<file path="config.mk">
export PLATFORM = sky130hd
export DESIGN_NAME = digit_entry
export DESIGN_NICKNAME = d
export VERILOG_FILES = /design/src/rtl/digit_entry.sv
export SDC_FILE = /design/constraint.sdc
export NUM_CORES = 1
export LEC_CHECK = 0
export BUFFER_PORTS_ARGS = -buffer_cell sky130_fd_sc_hd__clkbuf_2
export CAP_MARGIN = 20
export CORE_UTILIZATION = 59
export DETAILED_ROUTE_END_ITERATION = 10
export PLACE_DENSITY = 0.79
export SYNTH_ARGS = -nofsm -noshare
export SYNTH_HDL_FRONTEND = slang
export SYNTH_SLANG_ARGS = --single-unit
</file>
<file path="constraint.sdc">
create_clock -name clk -period 2.8 [get_ports clk]
set_input_delay 0.42 -clock clk [delete_from_list [all_inputs] [get_ports clk]]
set_output_delay 0.42 -clock clk [all_outputs]
set_load 0.05 [all_outputs]
</file>
<file path="src/rtl/digit_entry.sv">
// Digit entry front end: debounced Enter/Delete buttons shift
// switch digits into a guess word and flag when it is complete.

module digit_entry_debounce #(
    parameter int CYCLES = 500000
) (
    input  logic clk,
    input  logic rst,
    input  logic btn,
    output logic press
);

    localparam int CW = (CYCLES > 1) ? $clog2(CYCLES) : 1;
    localparam logic [CW-1:0] LAST = CW'(CYCLES - 1);

    logic          s1;
    logic          s2;
    logic          lvl;
    logic [CW-1:0] cnt;

    // Synchronize, then accept a new level only after it holds steady
    always_ff @(posedge clk or posedge rst) begin
        if (rst) begin
            s1    <= 1'b0;
            s2    <= 1'b0;
            lvl   <= 1'b0;
            cnt   <= '0;
            press <= 1'b0;
        end else begin
            s1    <= btn;
            s2    <= s1;
            press <= 1'b0;
            if (s2 == lvl) begin
                cnt <= '0;
            end else if (cnt == LAST) begin
                lvl   <= s2;
                cnt   <= '0;
                press <= s2;
            end else begin
                cnt <= cnt + CW'(1);
            end
        end
    end

endmodule

module digit_entry #(
    parameter int DEBOUNCE_CYCLES = 500000,
    parameter int NUM_DIGITS      = 4
) (
    input  logic                    clk,
    input  logic                    rst,
    input  logic                    enable,
    input  logic [3:0]              sw,
    input  logic                    btnEnter,
    input  logic                    btnDel,
    output logic [4*NUM_DIGITS-1:0] userInput,
    output logic                    inputReady,
    output logic [2:0]              digitCount,
    output logic                    digitStrobe
);

    localparam int W = 4 * NUM_DIGITS;
    localparam logic [2:0] FULL = 3'(NUM_DIGITS);

    typedef enum logic [1:0] {
        IDLE,
        ENTER,
        DONE
    } state_t;

    state_t         state;
    state_t         state_n;
    logic [W-1:0]   ui_n;
    logic [2:0]     cnt_n;
    logic           rdy_n;
    logic           stb_n;
    logic           ent_p;
    logic           del_p;
    logic           ent;
    logic           del;

    digit_entry_debounce #(.CYCLES(DEBOUNCE_CYCLES)) u_db_ent (
        .clk   (clk),
        .rst   (rst),
        .btn   (btnEnter),
        .press (ent_p)
    );

    digit_entry_debounce #(.CYCLES(DEBOUNCE_CYCLES)) u_db_del (
        .clk   (clk),
        .rst   (rst),
        .btn   (btnDel),
        .press (del_p)
    );

    // A coincident Enter and Delete cancel each other out
    assign ent = ent_p & ~del_p;
    assign del = del_p & ~ent_p;

    // State and registered outputs
    always_ff @(posedge clk or posedge rst) begin
        if (rst) begin
            state       <= IDLE;
            userInput   <= '0;
            digitCount  <= '0;
            inputReady  <= 1'b0;
            digitStrobe <= 1'b0;
        end else begin
            state       <= state_n;
            userInput   <= ui_n;
            digitCount  <= cnt_n;
            inputReady  <= rdy_n;
            digitStrobe <= stb_n;
        end
    end

    // Next state and next output values
    always_comb begin
        state_n = state;
        ui_n    = userInput;
        cnt_n   = digitCount;
        rdy_n   = inputReady;
        stb_n   = 1'b0;
        if (!enable) begin
            state_n = IDLE;
            ui_n    = '0;
            cnt_n   = '0;
            rdy_n   = 1'b0;
        end else begin
            unique case (state)
                IDLE: begin
                    state_n = ENTER;
                    ui_n    = '0;
                    cnt_n   = '0;
                    rdy_n   = 1'b0;
                end
                ENTER: begin
                    if (ent) begin
                        ui_n  = (userInput << 4) | W'(sw);
                        cnt_n = digitCount + 3'd1;
                        stb_n = 1'b1;
                        if (cnt_n == FULL) begin
                            state_n = DONE;
                            rdy_n   = 1'b1;
                        end
                    end else if (del && digitCount != 3'd0) begin
                        ui_n  = userInput >> 4;
                        cnt_n = digitCount - 3'd1;
                        stb_n = 1'b1;
                    end
                end
                DONE: begin
                    if (del) begin
                        ui_n    = userInput >> 4;
                        cnt_n   = FULL - 3'd1;
                        rdy_n   = 1'b0;
                        stb_n   = 1'b1;
                        state_n = ENTER;
                    end
                end
                default: begin
                    state_n = IDLE;
                end
            endcase
        end
    end

endmodule

</file>
==> impl_metrics.csv <==
group,metric,value,unit
grt,antenna_found_initial,0,
clock_tree,post_cts_buffers,0,
sta,fmax,434,MHz
synthesis,synth_seq_cells,69,
final_layout,drive_above_1_share,20.6,%
power,ir_drop,0.414,mV
synthesis,synthArstFlopShare,100,%
die,dieHeight,79.8,um
clock_tree,cts_sinks,69,
die,coreArea,0.00568,mm2
power,p_leak,1.70,nW
worst_setup_path,cp_max_fo,19,
grt,grt_pass1_wl,12.3,mm
clock_tree,cts_tree,"built",
die,die-area,0.00636,mm2
sta,skew,10.9,ps
sta,rsz0062_at_grt,"no",
clock_tree,clock-root-buffer,"clkbuf_8",
sta,setup_slack,497,ps
place,detailed_place_hpwl,4.83,mm
worst_setup_path,cp_top_family,"compound AO/OA/AOI/OAI gates",
sta,max-slew-margin-rel,43.5,%
drt,routed_via_density,6.09,
clock_tree,cts.clk_slew.worst_paths,70,ps
hold_path,hold_path.class,"in -> reg",
synthesis,ys.flop_type,"dfrtp_1",
clock_tree,post_cts_resized,0,
drt,dr.pass1.iters,5,
synthesis,netlist_instances,343,
die,die_w,79.8,um
clock_tree,clockBufferDepth,2,
synthesis,syn_nets,362,
place,io_buffers,29,
drt,drt_iter0_drc,198,
synthesis,netlist_top_cells_area,"dfrtp_1 48%, xnor2_1 4.2%, mux2_2 3.8%",
sta,hold_violations,0,
synthesis,yosysTopAreaCellShare,48.4,%
worst_setup_path,slowest_stage,"ha_1",
final_layout,final_nets,397,
final_layout,area_delta_synth_final,12.2,%
drt,ant_nets,0,
clock_tree,holdBufCountCts,0,
final_layout,fillers,408,
die,pin_count,30,
synthesis,synth_area_per_cell,10.4,um2
final_layout,stdcell_count,455,
clock_tree,h-tree-depth,3,
worst_setup_path,crit_path_end_kind,"register",
drt,routed_wl,7.30,mm
synthesis,seq_area_frac_synth,48.4,%
worst_setup_path,crit_required,3080,ps
worst_setup_path,rrSetupSlack,500,ps
synthesis,syn_area,0.00357,mm2
sta,slew_viol_final,0,
clock_tree,cts_made_buffers,9,
flow_run,maxCapViolCount,0,
worst_setup_path,path_buf_inv,2,
drt,drcViolationCount,0,
place,numPlacedInstances,439,
drt,num_vias,2773,
grt,grt_overflow_total,0,
sta,fin_crit_sh,82.2,%
outcome,status,"complete, no violations",
grt,grt_pass1_vias,2607,
sta,post-route-min-period,2300,ps
grt,grt.total_usage,25.4,%
place,routabilityCongestion,0.849,
place,dpl_worst_slack,545,ps
power,power_density,613,mW/mm2
die,rows,27,
worst_setup_path,critPathArrivalTime,2580,ps
sta,finalSetupViolations,0,
synthesis,synth-edff-count,0,
synthesis,synth.distinct_cells,48,
synthesis,yosys.area.top_type,"dfrtp_1",
sta,fin_tns_setup,0,ps
final_layout,insertedDiodeCount,0,
worst_setup_path,path_cells,"inv_1 -> ha_1 -> a21oi_1 -> o21ai_2 -> buf_4 -> mux2i_1",
worst_setup_path,startpoint_type,"register",
drt,wl_per_cell,16.0,um
synthesis,synth_warnings,0,
worst_setup_path,critPathKind,"reg -> reg",
clock_tree,clk_latency,350,ps
die,initial_core_util,62.9,%
sta,worst_pin_slew,848,ps
grt,grt_start_max_net_pins,70,
worst_setup_path,cp_slowest_stage_delay,600,ps
## layout by cell type, fill, tap and decap left out, types with 3 or more instances in the layout
master	netlist	layout
a22oi_1	10	10
clkinvlp_4	0	3
nor4_1	8	8
nand2b_1	4	4
or4_1	3	3
dfrtp_1	69	69
o2bb2ai_1	15	15
xor2_1	11	11
and2_1	3	3
and3_1	6	6
buf_4	0	7
mux2i_1	4	4
nand4_1	12	12
nor2b_1	3	3
nor3_1	5	5
o21ai_0	11	11
clkbuf_2	1	29
ha_1	10	10
inv_1	15	14
xnor2_1	17	17
clkbuf_8	0	10
nand2_1	15	15
a21oi_1	14	14
nor2_1	33	33
nand3_1	14	14
nand3b_1	3	3
mux2_2	12	12
or3_1	4	4
## cell usage after synthesis, types with 2 or more instances
library cell	n
nor3b_1	2
nand3_1	14
or3_1	4
nand3b_1	3
nor3_1	5
nand2b_1	4
buf_2	4
o21ai_0	11
ha_1	10
or4_1	3
nand2_1	15
and2_1	3
or2_2	2
nor2_1	33
or4_4	2
o31ai_2	2
nor4_1	8
mux2_4	2
mux2i_1	4
xnor2_1	17
clkbuf_1	7
nor2b_1	3
o2bb2ai_1	15
mux2_2	12
xor2_1	11
o31ai_1	2
inv_1	15
a21oi_1	14
a32oi_1	2
o211ai_1	2
a22oi_1	10
nand4_1	12
dfrtp_1	69
and4_1	2
and3_1	6
## per-stage QoR
stage,hold WS [ps],total power [W],util (%),instance area (um2)
CTS,156,0.00247,70.5,4000
floorplan,331,0.00150,-,3570
global placement,333,0.00163,67.0,3800
finish,172,0.00246,70.5,4000
global route,168,0.00256,70.5,4000
detailed placement,335,0.00165,67.0,3800
## report_power, final
| part | internal [W] | total [W] | switching, W | leakage (nW) |
|---|---|---|---|---|
| clock | 0.000432 | 0.000818 | 0.000386 | 0.0943 |
| combinational | 0.000188 | 0.000566 | 0.000378 | 0.657 |
| sequential | 0.00103 | 0.00107 | 0.0000396 | 0.947 |
## worst register-to-register path, stage by stage (launching register included)
cell and delay [ps]:
dfrtp_1 420, inv_1 110, ha_1 600, a21oi_1 230
o21ai_2 410, buf_4 270, mux2i_1 190
## state kept, by name, indices dropped and copies added (netlist names)
register        cells
u_db_del.cnt       19
u_db_ent.cnt       19
userInput          16
digitCount          3
state               2
digitStrobe         1
inputReady          1
u_db_del.lvl        1
u_db_del.press      1
u_db_del.s1         1
u_db_del.s2         1
u_db_ent.lvl        1
u_db_ent.press      1
u_db_ent.s1         1
u_db_ent.s2         1
## final cells by class
cell class	count	area, um2	area share [%]
Inverter	15	56.3	1.41
Clock inverter	6	62.6	1.56
Multi-Input combinational cell	247	1730	43.3
Tap cell	72	90.1	2.25
Timing Repair Buffer	36	198	4.94
Clock buffer	10	138	3.44
Sequential cell	69	1730	43.1
## final timing paths
path,startpoint,endpoint,cells after the start
max,state[0]$_DFFE_PP0P_,userInput[14]$_DFFE_PP0P_,6
min,btnDel,u_db_del.s1$_DFF_PP0_,1
max reg2reg,state[0]$_DFFE_PP0P_,userInput[14]$_DFFE_PP0P_,6
min reg2reg,u_db_ent.s1$_DFF_PP0_,u_db_ent.s2$_DFF_PP0_,0
max in group asynchronous,rst,u_db_ent.cnt[2]$_DFF_PP0_,3
min in group asynchronous,rst,u_db_del.cnt[15]$_DFF_PP0_,3
## kinds of logic (layout without fill, tap and decap cells)
group	after synthesis	after routing	synth area share, %
multiplexers	18	18	5.75
adder cells (fa/ha/maj)	10	10	3.51
flip-flops	69	69	48.4
AND/OR/NAND/NOR	128	128	19.9
XOR/XNOR	28	28	6.87
buffers and inverters	27	67	3.02
AO/OA/AOI/OAI	63	63	12.6
## routing by layer
metal / up-vias / global-route usage (%) / share of wire (%)
met5: - / 0 / 0
met4: 0 / 12.5 / 1.5
met3: 10 / 4.11 / 5.2
met2: 100 / 38.8 / 47
met1: 1352 / 35.3 / 47
li1: 1311 / - / -
Note: power is estimated with default switching activity, not from simulation.
